[src/rtl/xvga_timing_if.sv]
// Raster timing bundle driven by xvga_timing and consumed by the pixel pipeline.
interface xvga_timing_if;
  logic [10:0] hcount;
  logic [9:0]  vcount;
  logic        hsync;
  logic        vsync;
  logic        blank;
  logic        frame_start;
  logic [7:0]  frame_count;

  modport master (
    output hcount, vcount, hsync, vsync, blank, frame_start, frame_count
  );

  modport slave (
    input hcount, vcount, hsync, vsync, blank, frame_start, frame_count
  );
endinterface

[src/rtl/xvga_timing.sv]
// 1024x768@60 raster generator: pixel/line counters, active-low syncs, blank, frame marker.
// Define XVGA_SYNC_DELAY_EN to lag hsync/vsync/blank by one clock behind the counters.
module xvga_timing #(
  parameter int unsigned H_ACTIVE = 1024,
  parameter int unsigned H_FP     = 24,
  parameter int unsigned H_SYNC   = 136,
  parameter int unsigned H_BP     = 160,
  parameter int unsigned V_ACTIVE = 768,
  parameter int unsigned V_FP     = 3,
  parameter int unsigned V_SYNC   = 6,
  parameter int unsigned V_BP     = 29
) (
  input  logic          pixel_clk,
  input  logic          reset,
  xvga_timing_if.master vga
);

  localparam int unsigned H_TOTAL = H_ACTIVE + H_FP + H_SYNC + H_BP;
  localparam int unsigned V_TOTAL = V_ACTIVE + V_FP + V_SYNC + V_BP;

  localparam logic [10:0] H_LAST       = 11'(H_TOTAL - 1);
  localparam logic [10:0] H_VIS_END    = 11'(H_ACTIVE);
  localparam logic [10:0] H_SYNC_FIRST = 11'(H_ACTIVE + H_FP);
  localparam logic [10:0] H_SYNC_LAST  = 11'(H_ACTIVE + H_FP + H_SYNC - 1);

  localparam logic [9:0]  V_LAST       = 10'(V_TOTAL - 1);
  localparam logic [9:0]  V_VIS_END    = 10'(V_ACTIVE);
  localparam logic [9:0]  V_SYNC_FIRST = 10'(V_ACTIVE + V_FP);
  localparam logic [9:0]  V_SYNC_LAST  = 10'(V_ACTIVE + V_FP + V_SYNC - 1);

  logic [10:0] hcount_q, hcount_d;
  logic [9:0]  vcount_q, vcount_d;
  logic        hsync_q, hsync_d;
  logic        vsync_q, vsync_d;
  logic        blank_q, blank_d;
  logic        frame_start_q, frame_start_d;
  logic [7:0]  frame_count_q, frame_count_d;

  always_comb begin
    hcount_d      = hcount_q + 11'd1;
    vcount_d      = vcount_q;
    frame_start_d = 1'b0;
    frame_count_d = frame_count_q;

    if (hcount_q == H_LAST) begin
      hcount_d = 11'd0;
      if (vcount_q == V_LAST) begin
        vcount_d      = 10'd0;
        frame_start_d = 1'b1;
        frame_count_d = frame_count_q + 8'd1;
      end else begin
        vcount_d = vcount_q + 10'd1;
      end
    end

    // Decode from the next-state counts so the registered flags line up with the counters.
    hsync_d = !((hcount_d >= H_SYNC_FIRST) && (hcount_d <= H_SYNC_LAST));
    vsync_d = !((vcount_d >= V_SYNC_FIRST) && (vcount_d <= V_SYNC_LAST));
    blank_d = (hcount_d >= H_VIS_END) || (vcount_d >= V_VIS_END);
  end

  always_ff @(posedge pixel_clk) begin
    if (reset) begin
      hcount_q      <= 11'd0;
      vcount_q      <= 10'd0;
      hsync_q       <= 1'b1;
      vsync_q       <= 1'b1;
      blank_q       <= 1'b0;
      frame_start_q <= 1'b0;
      frame_count_q <= 8'd0;
    end else begin
      hcount_q      <= hcount_d;
      vcount_q      <= vcount_d;
      hsync_q       <= hsync_d;
      vsync_q       <= vsync_d;
      blank_q       <= blank_d;
      frame_start_q <= frame_start_d;
      frame_count_q <= frame_count_d;
    end
  end

`ifdef XVGA_SYNC_DELAY_EN
  // Extra stage matches the one-cycle pixel latency of the downstream renderer.
  logic hsync_dly_q, vsync_dly_q, blank_dly_q;

  always_ff @(posedge pixel_clk) begin
    if (reset) begin
      hsync_dly_q <= 1'b1;
      vsync_dly_q <= 1'b1;
      blank_dly_q <= 1'b0;
    end else begin
      hsync_dly_q <= hsync_q;
      vsync_dly_q <= vsync_q;
      blank_dly_q <= blank_q;
    end
  end

  assign vga.hsync = hsync_dly_q;
  assign vga.vsync = vsync_dly_q;
  assign vga.blank = blank_dly_q;
`else
  assign vga.hsync = hsync_q;
  assign vga.vsync = vsync_q;
  assign vga.blank = blank_q;
`endif

  assign vga.hcount      = hcount_q;
  assign vga.vcount      = vcount_q;
  assign vga.frame_start = frame_start_q;
  assign vga.frame_count = frame_count_q;

endmodule

[src/flat_wrapper.sv]
// flat-port wrapper written by rule: the top's interface ports become plain ports
module xvga_timing_flat 
#(
  parameter int unsigned H_ACTIVE = 1024,
  parameter int unsigned H_FP     = 24,
  parameter int unsigned H_SYNC   = 136,
  parameter int unsigned H_BP     = 160,
  parameter int unsigned V_ACTIVE = 768,
  parameter int unsigned V_FP     = 3,
  parameter int unsigned V_SYNC   = 6,
  parameter int unsigned V_BP     = 29
)
  (pixel_clk, reset, vga_hcount, vga_vcount, vga_hsync, vga_vsync, vga_blank, vga_frame_start, vga_frame_count);
  xvga_timing_if vga_i ();
  input  logic pixel_clk;
  input  logic reset;
  output wire logic [$bits(vga_i.hcount)-1:0] vga_hcount;
  output wire logic [$bits(vga_i.vcount)-1:0] vga_vcount;
  output wire logic [$bits(vga_i.hsync)-1:0] vga_hsync;
  output wire logic [$bits(vga_i.vsync)-1:0] vga_vsync;
  output wire logic [$bits(vga_i.blank)-1:0] vga_blank;
  output wire logic [$bits(vga_i.frame_start)-1:0] vga_frame_start;
  output wire logic [$bits(vga_i.frame_count)-1:0] vga_frame_count;
  assign vga_hcount = vga_i.hcount;
  assign vga_vcount = vga_i.vcount;
  assign vga_hsync = vga_i.hsync;
  assign vga_vsync = vga_i.vsync;
  assign vga_blank = vga_i.blank;
  assign vga_frame_start = vga_i.frame_start;
  assign vga_frame_count = vga_i.frame_count;
  xvga_timing #(.H_ACTIVE(H_ACTIVE), .H_FP(H_FP), .H_SYNC(H_SYNC), .H_BP(H_BP), .V_ACTIVE(V_ACTIVE), .V_FP(V_FP), .V_SYNC(V_SYNC), .V_BP(V_BP)) u_core (.pixel_clk(pixel_clk), .reset(reset), .vga(vga_i));
endmodule
[config.mk]
export PLATFORM = sky130hd
export DESIGN_NAME = xvga_timing_flat
export DESIGN_NICKNAME = d
export VERILOG_FILES = /design/src/rtl/xvga_timing_if.sv /design/src/rtl/xvga_timing.sv /design/src/flat_wrapper.sv
export SDC_FILE = /design/constraint.sdc
export NUM_CORES = 1
export LEC_CHECK = 0
export ABC_AREA = 0
export BUFFER_PORTS_ARGS = -buffer_cell sky130_fd_sc_hd__buf_2
export CORE_ASPECT_RATIO = 1.1
export CORE_MARGIN = 2
export CORE_UTILIZATION = 40
export CTS_CLUSTER_SIZE = 8
export DETAILED_ROUTE_END_ITERATION = 8
export HOLD_SLACK_MARGIN = 0.06
export SLEW_MARGIN = 20
export SYNTH_ARGS = -nofsm -noshare
export SYNTH_HDL_FRONTEND = slang
export SYNTH_SLANG_ARGS = --single-unit
[constraint.sdc]
create_clock -name pixel_clk -period 4.2 [get_ports pixel_clk]
set_input_delay 0.21 -clock pixel_clk [delete_from_list [all_inputs] [get_ports pixel_clk]]
set_output_delay 0.21 -clock pixel_clk [all_outputs]
set_load 0.05 [all_outputs]
== Word-level counts from Yosys, hierarchy flattened ==
Index checks and enable logic that the tools add are counted.

* Logic and storage cells: 30
* Output and inout bits: 33
* Flip-flop bits (word level): 33

* Bitwise gates (word level): 1
* Magnitude comparators: 6
* Add/subtract/negate cells: 3
* Mux-type cells: 4
* Equality and inequality tests: 2
* Reduce and logical (&&, ||, !) cells: 7

{| class="wikitable"
|+ Operators with widths
! operator !! count
|-
| $ge 11x11->1 const B || 2
|-
| $ge 10x10->1 const B || 2
|-
| $mux 10 || 2
|-
| $add 11x1->11 const B || 1
|-
| $eq 11x11->1 const B || 1
|-
| $le 11x11->1 const B || 1
|-
| $mux 11 || 1
|-
| $add 10x1->10 const B || 1
|-
| $eq 10x10->1 const B || 1
|-
| $le 10x10->1 const B || 1
|-
| $add 8x1->8 const B || 1
|-
| $logic_and 1x1->1 || 2
|-
| $logic_not 1->1 || 2
|-
| $reduce_and 2->1 || 1
|-
| $reduce_or 2->1 || 1
|-
| $logic_or 1x1->1 || 1
|-
| $mux 1 || 1
|-
| $not 1->1 || 1
|}

== Logic depth before layout (Yosys ltp) ==
Gate-level depths: netlist of run 1.

* Word-level depth: 6
* Depth in mapped cells: 9

== Least setup slack after synthesis of run 1 ==
OpenSTA, ideal clock, no wires.

* Kind: flip-flop to flip-flop
* From: register u_core.hcount_q[0] (netlist: u_core.vga.hcount[0])
* To: register u_core.vsync_q (netlist: u_core.vga.vsync)
* Arrival time: 2.553 ns
* Library setup time: 0.130 ns
* Path buffers: 2
* Stages on the path, launching flop included: 10
* Data required time: 4.070 ns
* Period minus slack after synthesis: 2.682 ns
* Setup slack: 1.518 ns
* Path through: dfxtp_1 > ha_1 > nand3_1 > or3_1 > buf_6 > buf_8 > nor3b_2 > o21bai_1 > a2111oi_2 > o21ai_1

* Word-level cells in the longest chain between the ends: 5
* Elaborated cells on any way between the ends: 6
* Classes of those cells: order compare: 2; eq/ne: 1; mux: 1; reduce/logical: 2

{| class="wikitable"
|+ Ends and longest elaborated chain
! element !! line !! source
|-
| start, declared || xvga_timing.sv:31 || <nowiki>logic [10:0] hcount_q, hcount_d;</nowiki>
|-
| start signal, assigned || xvga_timing.sv:72 || <nowiki>hcount_q <= hcount_d;</nowiki>
|-
| $eq 11x11->1 * || xvga_timing.sv:45 || <nowiki>if (hcount_q == H_LAST) begin</nowiki>
|-
| $mux 10 * || xvga_timing.sv:45 ||
|-
| $ge 10x10->1 / $le 10x10->1 (equally long branches) || xvga_timing.sv:58 || <nowiki>vsync_d = !((vcount_d >= V_SYNC_FIRST) && (vcount_d <= V_SYNC_LAST));</nowiki>
|-
| $logic_and 1x1->1 * || xvga_timing.sv:58 ||
|-
| $logic_not 1->1 * || xvga_timing.sv:58 ||
|-
| end signal, assigned || xvga_timing.sv:75 || <nowiki>vsync_q <= vsync_d;</nowiki>
|-
| end, declared || xvga_timing.sv:34 || <nowiki>logic vsync_q, vsync_d;</nowiki>
|}

Mark *: on every way between the ends. The rest lies on a longest branch, timed or not.
A chain may end at the register's enable or synchronous reset.

== Final worst setup path of run 1 ==
* From: register u_core.hcount_q[6] (netlist: u_core.vga.hcount[6])
* To: register u_core.vsync_q (netlist: u_core.vga.vsync)

The elaborated chain is that of the path after synthesis.

==> results.yml, run 1 <==
grt:
  overflow: 0
  grt_pass1_vias: 1484
  grt_pass1_wl_microns: 6870
  grt_max_degree: 32
  antenna_found_initial: 0
  grt_usage: 0.181
finish:
  layout-drive-gt1-share: 0.192
  final_cell_count_no_fill: 304
  area_delta_synth_final_pct: 13.3
  final_nets: 256
  antenna_cells: 0
yosys:
  syn_inst: 221
  yosys_warnings: 0
  async_flop_share: 0
  synth_ff_type: "dfxtp_1"
  synth_edf_count: 0
  synthesis.area_sq_um: 1830
  synth_seq_cells: 33
  synth_fp_nets: 228
  synth.avg_cell_area_sq_um: 8.27
  ys_seq_area_frac: 0.361
  synth_cell_type_count: 52
setup_path:
  rr_worst_depth: 6
  arrival_ns: 2.78
  critical_path_class: "flip-flop to flip-flop"
  endpoint_kind: "flip-flop"
  startpoint_type: "flip-flop"
  critPathMaxFanout: 14
  critPathRequiredTime_ns: 4.37
timing:
  min_period_over_period: 0.623
  rsz0062_at_grt: "no"
  drv_slew: 0
  fin_setup_tns_ns: 0
  finalHoldViolations: 0
  setup_viol: 0
  tightestPinTransition_ns: 0.594
  max_freq_ghz: 0.382
  maxSlewHeadroom: 0.604
  skew_ns: 0.00412
  timing.final.crit_period_ns: 2.62
detailed_routing:
  via_per_inst: 5.44
  drtAntennaViolNets: 0
  dr.pass1.iters: 4
  drc: 0
  drt-initial-drc-count: 86
  vias: 1653
  wl_per_cell_microns: 13.6
  wl_microns: 4120
floorplan:
  start_util: 0.420
  ios: 35
  die_x_microns: 68.5
  core_area_sq_um: 4350
  dieArea_sq_um: 5130
  rows: 25
  die_h_microns: 74.9
placed_design:
  dp.cells: 296
  dp_hpwl_microns: 2940
  portBuffers: 34
  place.gp.congestion: 0.858
clock_tree:
  post_cts_buffers: 0
  cts_hold_buf: 0
  clock_latency_ns: 0.28
  cts-root-buf: "clkbuf_8"
  cts_tree: "yes"
  cts.sinks: 33
  cts_max_level: 2
  clkTransAtPathRegs_ns: 0.07
  ctsResizeCount: 0
  cts_buffers: 5
  clock_path_buffers: 2
power_and_ir_drop:
  vdd_ir_drop_max_v: 0.000143
  cellLeakagePower_nw: 0.785
  powerDensity_nw_per_um2: 276
status:
  outcome: "complete, no violations"
hold_path:
  holdPathStages: 2
  min-delay-path-class: "primary input to flip-flop"
flow_run:
  maxCapViolCount: 0
==> flip-flops by register name (all words and copies together) (netlist names) <==
| register | flops |
|---|---|
| u_core.vga.blank | 1 |
| u_core.vga.frame_count | 8 |
| u_core.vga.frame_start | 1 |
| u_core.vga.hcount | 11 |
| u_core.vga.hsync | 1 |
| u_core.vga.vcount | 10 |
| u_core.vga.vsync | 1 |
==> synthesized netlist by cell type (4+ instances only) <==
| cell type | count | share of area |
|---|---|---|
| a21oi_1 | 13 | 0.036 |
| a31oi_1 | 5 | 0.017 |
| clkbuf_1 | 7 | 0.014 |
| dfxtp_1 | 33 | 0.36 |
| ha_1 | 5 | 0.034 |
| nand2_1 | 19 | 0.039 |
| nand3_1 | 11 | 0.030 |
| nor2_1 | 28 | 0.057 |
| nor3_1 | 12 | 0.033 |
| nor4_1 | 4 | 0.014 |
| o21ai_0 | 8 | 0.022 |
| xnor2_1 | 11 | 0.053 |
| xor2_1 | 8 | 0.038 |
==> cell type report <==
cell class	instances	area [sq um]
multi-input combinational	172	1080
inverter	2	7.51
tap	54	67.6
timing repair buffer	35	178
fill	464	2280
sequential	33	661
clock buffer	8	80.1
==> logic make-up (layout without fill, tap and decap cells) <==
family | count (synthesis) | count (layout) | share of synthesized area
compound gates | 44 | 44 | 0.160
xor+xnor | 19 | 19 | 0.0910
fa+ha+maj | 5 | 5 | 0.0342
buf+inv | 16 | 45 | 0.0486
flops | 33 | 33 | 0.361
mux | 1 | 1 | 0.00548
simple gates | 103 | 103 | 0.299
==> cell usage in the layout, fill, tap and decap left out, types with 2 or more instances in the layout <==
| cell type | netlist | final |
|---|---|---|
| clkbuf_8 | 0 | 5 |
| nand3_1 | 11 | 11 |
| a211oi_1 | 2 | 2 |
| nand3b_1 | 2 | 2 |
| a21oi_1 | 13 | 13 |
| nor2b_1 | 3 | 3 |
| nand2b_1 | 2 | 2 |
| clkbuf_1 | 7 | 3 |
| o21ai_0 | 8 | 8 |
| xnor2_1 | 11 | 11 |
| inv_1 | 2 | 2 |
| xor2_1 | 8 | 8 |
| a311o_1 | 2 | 2 |
| ha_1 | 5 | 5 |
| nand4_1 | 2 | 2 |
| or3_1 | 3 | 3 |
| a31oi_1 | 5 | 5 |
| and3_1 | 3 | 3 |
| o31ai_1 | 2 | 2 |
| dfxtp_1 | 33 | 33 |
| nor4_1 | 4 | 4 |
| nand2_1 | 19 | 19 |
| nor2_1 | 28 | 28 |
| buf_2 | 2 | 34 |
| nor3_1 | 12 | 12 |
| and2_1 | 3 | 3 |
==> worst max-delay path, cell delays in order, from the launching register on <==
cell	delay (ns)
dfxtp_1	0.42
or4b_4	0.61
or3_1	0.63
nor3_1	0.37
a31oi_1	0.15
a2111oi_2	0.22
o21ai_1	0.10
==> power by group <==
group,switching [mW],leakage [nW],internal (mW)
clock network,0.111,0.0395,0.118
registers,0.00306,0.266,0.315
logic,0.0182,0.479,0.00576
==> per-stage QoR <==
step / hold WS (ns) / util / setup slack [ns] / total power, mW / area, sq um
floorplan: 0.411 / - / 1.52 / 0.344 / 1830
global placement: 0.483 / 0.458 / 1.67 / 0.350 / 1990
CTS: 0.407 / 0.477 / 1.59 / 0.585 / 2070
detailed placement: 0.488 / 0.458 / 1.59 / 0.350 / 1990
finish: 0.404 / 0.477 / 1.58 / 0.571 / 2070
global route: 0.435 / 0.477 / 1.37 / 0.600 / 2070
==> metal layers <==
layer  vias up  wire length [microns]  GRT usage
li1        852                      -          -
met1       766                   1970      0.225
met2        28                   1940      0.294
met3         7                    147     0.0448
met4         0                     67     0.0800
met5         -                      0          0
==> worst paths after layout <==
check | from | endpoint | slack (ns)
max | u_core.vga.hcount[6] | u_core.vga.vsync | 1.58
max reg2reg | u_core.vga.hcount[6] | u_core.vga.vsync | 1.58
min reg2reg | u_core.vga.frame_count[1] | u_core.vga.frame_count[1] | 0.50
min | reset | u_core.vga.hcount[1] | 0.40
No activity file was read; power rests on OpenSTA's default activity.
==> run 2: changes to the inputs <==
Clock period 4.2 ns to 2.11 ns, I/O delays scaled along.
==> run 2 against run 1 <==
Against the previous run:
- the flow now finishes with violations (setup timing)
- clock skew about the same
- count of clock-buffer cells in the layout decreased by 1
- cell count increased by 12%
- clock power increased to 2.7 times the previous value
- via count increased by 7.9%
- first-iteration DRC count decreased by 26%
- critical path depth unchanged
- maximum frequency increased by 19%
- worst setup slack got worse by 1.7 ns
- non-clock buffer count increased by 36
- die area unchanged
==> results.yml, run 2 (same netlist as run 1, synthesis figures left out) <==
status:
  outcome: "complete, but fails checks"
  failed_checks: "setup timing"
power_and_ir_drop:
  totalPowerFinal_mw: 1.31
  vdd_ir_drop_max_v: 0.000429
  cellLeakagePower_nw: 1.05
  powerDensity_nw_per_um2: 534
setup_path:
  startpoint_type: "flip-flop"
  path_cells: "or4b_4 -> or3_4 -> buf_6 -> a2111o_1 -> o21a_1 -> o2111ai_1"
  arrival_ns: 2.40
  startpoint: "u_core.vga.hcount[9]"
  critical_path.slowest_cell: "or4b_4"
  r2r-end: "u_core.vga.hsync"
  critical_path_class: "flip-flop to flip-flop"
  timing.rr.start: "u_core.vga.hcount[9]"
  rr_worst_depth: 6
  reg2reg_slack_ns: -0.09
  critPathMaxFanout: 6
  cp-endpoint: "u_core.vga.hsync"
  critPathRequiredTime_ns: 2.32
  cp_slowest_stage_delay_ns: 0.56
  endpoint_kind: "flip-flop"
finish:
  layout_commonest_cell: "buf_4"
  largest_register_ffs: 11
  final_nets: 292
  final_cell_area_sq_um: 2450
  antenna_cells: 0
  nFillCells: 412
  area_delta_synth_final_pct: 34.1
  layout_common_cells: "buf_4, buf_2, nor2_1"
  layout-drive-gt1-share: 0.360
  final_util: 0.564
  regArea_sq_um: 682
  final_cell_count_no_fill: 340
  multiInputGateArea_sq_um: 1130
detailed_routing:
  drt-initial-drc-count: 64
  drc: 0
  vias: 1784
  drtAntennaViolNets: 0
  dr.pass1.iters: 4
  wl_microns: 4670
  via_per_inst: 5.25
  wl_per_cell_microns: 13.7
grt:
  overflow: 0
  antenna_found_initial: 0
  grt_usage: 0.192
  grt_pass1_vias: 1575
  grt_max_degree: 32
  grt_pass1_wl_microns: 7330
placed_design:
  placed_area_sq_um: 2260
  place.gp.congestion: 0.810
  portBuffers: 34
  place_ws_ns: -0.146
  dp_hpwl_microns: 3210
  dp.cells: 329
clock_tree:
  cts.sinks: 33
  cts_tree: "yes"
  cts_max_level: 2
  cts_hold_buf: 0
  clock_path_buffers: 2
  cts-root-buf: "clkbuf_8"
  clkTransAtPathRegs_ns: 0.07
  clock_latency_ns: 0.28
  cts_buffers: 5
timing:
  setup_slack_ns: -0.0875
  tightestPinTransition_ns: 0.589
  maxSlewHeadroom: 0.607
  finalHoldViolations: 0
  skew_ns: 0.00376
  rsz0062_at_grt: "yes"
  worst_hold_slack_ns: 0.304
  max_freq_ghz: 0.455
  fin_setup_tns_ns: -0.181
  setup_viol: 3
  drv_slew: 0
  timing.final.crit_period_ns: 2.20
  min_period_over_period: 1.04
floorplan:
  core_area_sq_um: 4350
  start_util: 0.420
  dieArea_sq_um: 5130
  die_h_microns: 74.9
  rows: 25
  die_x_microns: 68.5
  ios: 35
flow_run:
  maxCapViolCount: 0
hold_path:
  min-delay-path-class: "primary input to flip-flop"
==> run 2: changes by cell type in the layout (fill, tap and decap cells not counted), sizes merged <==
cell,change
buf,+35
bufinv,+1
==> run 2: metal layers <==
metal	part of all wire	track usage	vias to the layer above
li1	-	-	925
met4	0.0058	0.0556	0
met1	0.47	0.250	820
met2	0.49	0.314	37
met5	0	0	-
met3	0.042	0.0493	2
==> run 2: power by group <==
part	switching (mW)	internal [mW]	total, mW
registers	0.00483	0.626	0.631
clock network	0.235	0.385	0.620
logic	0.0400	0.0170	0.0570
==> run 2: critical path: cells and delay by family (launching register included) <==
family / cells / cell delay (ns)
AO/OA/AOI/OAI: 3 / 0.72
buffers and inverters: 1 / 0.16
flip-flops: 1 / 0.32
AND/OR/NAND/NOR: 2 / 0.92
==> run 2: worst min-delay path by stage <==
| stage | cells past startpoint | end | start |
|---|---|---|---|
| 2_1_floorplan | 2 | u_core.vga.hcount[10] | reset |
| 3_3_place_gp | 2 | u_core.vga.frame_count[1] | u_core.vga.frame_count[1] |
| 3_5_place_dp | 2 | u_core.vga.frame_count[1] | u_core.vga.frame_count[1] |
| 4_1_cts | 2 | u_core.vga.hcount[1] | reset |
| 5_1_grt | 2 | u_core.vga.vcount[9] | reset |
| 6_report | 2 | u_core.vga.hcount[1] | reset |
==> run 2: repair_timing <==
action / 4_1_cts / 5_1_grt
gates cloned: 1 / 0
endpoints found under the setup margin: 7 / 10
resized for setup: 4 / 6
pin swaps: 1 / 3
buffers inserted: 0 / 2
==> run 2: layout make-up <==
class,count,area share
Multi-Input combinational cell,172,0.459
Clock buffer,7,0.0352
Sequential cell,33,0.278
Clock inverter,1,0.0123
Tap cell,54,0.0276
Timing Repair Buffer,71,0.184
Inverter,2,0.00306
==> run 3: changes to the inputs <==
Settings changed: CAP_MARGIN set to 0, CORE_ASPECT_RATIO 1.1 to 1.75, SETUP_SLACK_MARGIN set to 0.2.
==> run 3 against run 2 <==
Against the previous run:
- the flow still finishes with violations (setup timing)
- via count increased by 6.1%
- maximum frequency increased by 0.60%
- flip-flop and latch count unchanged
- critical endpoint is now u_core.vga.vsync
- largest cell class unchanged
==> results.yml, run 3 (same netlist as run 1, synthesis figures left out) <==
status:
  outcome: "complete, but fails checks"
  failed_checks: "setup timing"
timing:
  setup_viol: 7
  fin_setup_tns_ns: -0.309
  timing.final.crit_period_ns: 2.18
  min_period_over_period: 1.04
  rsz0062_at_grt: "yes"
  skew_ns: 0.0116
  finalHoldViolations: 0
  maxSlewHeadroom: 0.584
  max_freq_ghz: 0.458
  setup_slack_ns: -0.0743
  drv_slew: 0
  tightestPinTransition_ns: 0.623
power_and_ir_drop:
  totalPowerFinal_mw: 1.32
  powerDensity_nw_per_um2: 498
  vdd_ir_drop_max_v: 0.000523
  cellLeakagePower_nw: 1.14
floorplan:
  core_area_sq_um: 4400
  die_h_microns: 93.4
  dieArea_sq_um: 5150
  rows: 32
  start_util: 0.415
  ios: 35
  die_x_microns: 55.1
grt:
  overflow: 0
  met1_usage: 0.223
  busiest_layer: "met2"
  grt_usage: 0.211
  grt_pass1_vias: 1701
  use_met3: 0.0383
  gr-usage-met2: 0.381
  grt_max_degree: 32
  grt_pass1_wl_microns: 7780
  antenna_found_initial: 0
detailed_routing:
  drtAntennaViolNets: 0
  drt-initial-drc-count: 23
  via_per_inst: 5.41
  wl_microns: 4930
  dr.pass1.iters: 4
  drc: 0
  wl_per_cell_microns: 14.1
  vias: 1893
setup_path:
  timing.rr.start: "u_core.vga.hcount[7]"
  critPathRequiredTime_ns: 2.27
  reg2reg_slack_ns: -0.07
  r2r-end: "u_core.vga.vsync"
  critical_path_class: "flip-flop to flip-flop"
  startpoint: "u_core.vga.hcount[7]"
  startpoint_type: "flip-flop"
  critPathMaxFanout: 8
  cp_slowest_stage_delay_ns: 0.56
  rr_worst_depth: 7
  cp-endpoint: "u_core.vga.vsync"
  endpoint_kind: "flip-flop"
  arrival_ns: 2.35
  path_cells: "or4b_4 -> or3_4 -> buf_12 -> nor3b_2 -> o21bai_1 -> a2111oi_2 -> o21ai_1"
  critical_path.slowest_cell: "or4b_4"
clock_tree:
  cts.sinks: 33
  cts_hold_buf: 0
  cts-root-buf: "clkbuf_8"
  clkTransAtPathRegs_ns: 0.07
  cts_buffers: 5
  clock_latency_ns: 0.29
  clock_path_buffers: 2
  cts_max_level: 2
  cts_tree: "yes"
finish:
  largest_register_ffs: 11
  multiInputGateArea_sq_um: 1190
  final_cell_count_no_fill: 350
  area_delta_synth_final_pct: 45.0
  layout_common_cells: "buf_4, buf_2, nor2_1"
  nFillCells: 426
  regArea_sq_um: 682
  layout-drive-gt1-share: 0.428
  final_nets: 305
  antenna_cells: 0
  layout_commonest_cell: "buf_4"
placed_design:
  place.gp.congestion: 0.830
  dp_hpwl_microns: 3520
  portBuffers: 34
  dp.cells: 329
flow_run:
  maxCapViolCount: 0
hold_path:
  min-delay-path-class: "primary input to flip-flop"
  min_from: "reset"
run 3: changes by cell type in the layout (fill, tap and decap cells not counted), sizes merged:
cell | previous run | this run
buf | 70 | 84
clkbuf | 8 | 7
run 3: worst max-delay path, delay by kind of cell, from the launching register on:
| family | cells | cell delay (ns) |
|---|---|---|
| and+or+nand+nor | 3 | 1.09 |
| AOI/OAI and AO/OA | 3 | 0.48 |
| DFF | 1 | 0.33 |
| buffers and inverters | 1 | 0.15 |
run 3: layout make-up:
| cell class | count | share of cell area |
|---|---|---|
| Tap cell | 51 | 0.0241 |
| Multi-Input combinational cell | 172 | 0.449 |
| Clock inverter | 1 | 0.0113 |
| Timing Repair Buffer | 84 | 0.223 |
| Sequential cell | 33 | 0.257 |
| Clock buffer | 7 | 0.0326 |
| Inverter | 2 | 0.00283 |
run 3: worst min path at each step:
stage	endpoint	slack (ns)	depth (start not counted)
2_1_floorplan	u_core.vga.hcount[10]	0.30	2
3_3_place_gp	u_core.vga.frame_count[1]	0.48	2
3_5_place_dp	u_core.vga.frame_count[1]	0.49	2
4_1_cts	u_core.vga.frame_count[5]	0.32	2
5_1_grt	u_core.vga.frame_count[4]	0.34	2
6_report	u_core.vga.hcount[1]	0.31	2
run 3: report_power, final:
part           internal, mW  total (mW)  leakage, nW  switching, mW
Clock                 0.385       0.629       0.0585          0.244
Combinational        0.0184      0.0609        0.813         0.0425
Sequential            0.626       0.629        0.272        0.00263
run 3: metrics by stage:
step | area [sq um] | utilization | hold slack, ns | worst slack, ns
3_3_place_gp | 2280 | 0.519 | 0.483 | -0.0959
2_1_floorplan | 1860 | - | 0.299 | -0.292
5_1_grt | 2650 | 0.602 | 0.336 | -0.229
6_report | 2650 | 0.602 | 0.313 | -0.0743
3_5_place_dp | 2280 | 0.519 | 0.487 | -0.145
4_1_cts | 2490 | 0.566 | 0.316 | -0.0597
run 3: timing repair:
item | 4_1_cts | 5_1_grt
setup buffers | 3 | 10
pin swaps | 5 | 11
gates resized for setup | 14 | 21
hold endpoints to repair | 0 | 0
setup endpoints to repair | 20 | 21
run 3: routing by layer:
layer	part of all wire	wire length, microns
met1	0.39	1930
met2	0.55	2690
met3	0.032	160
met4	0.028	138
met5	0	0
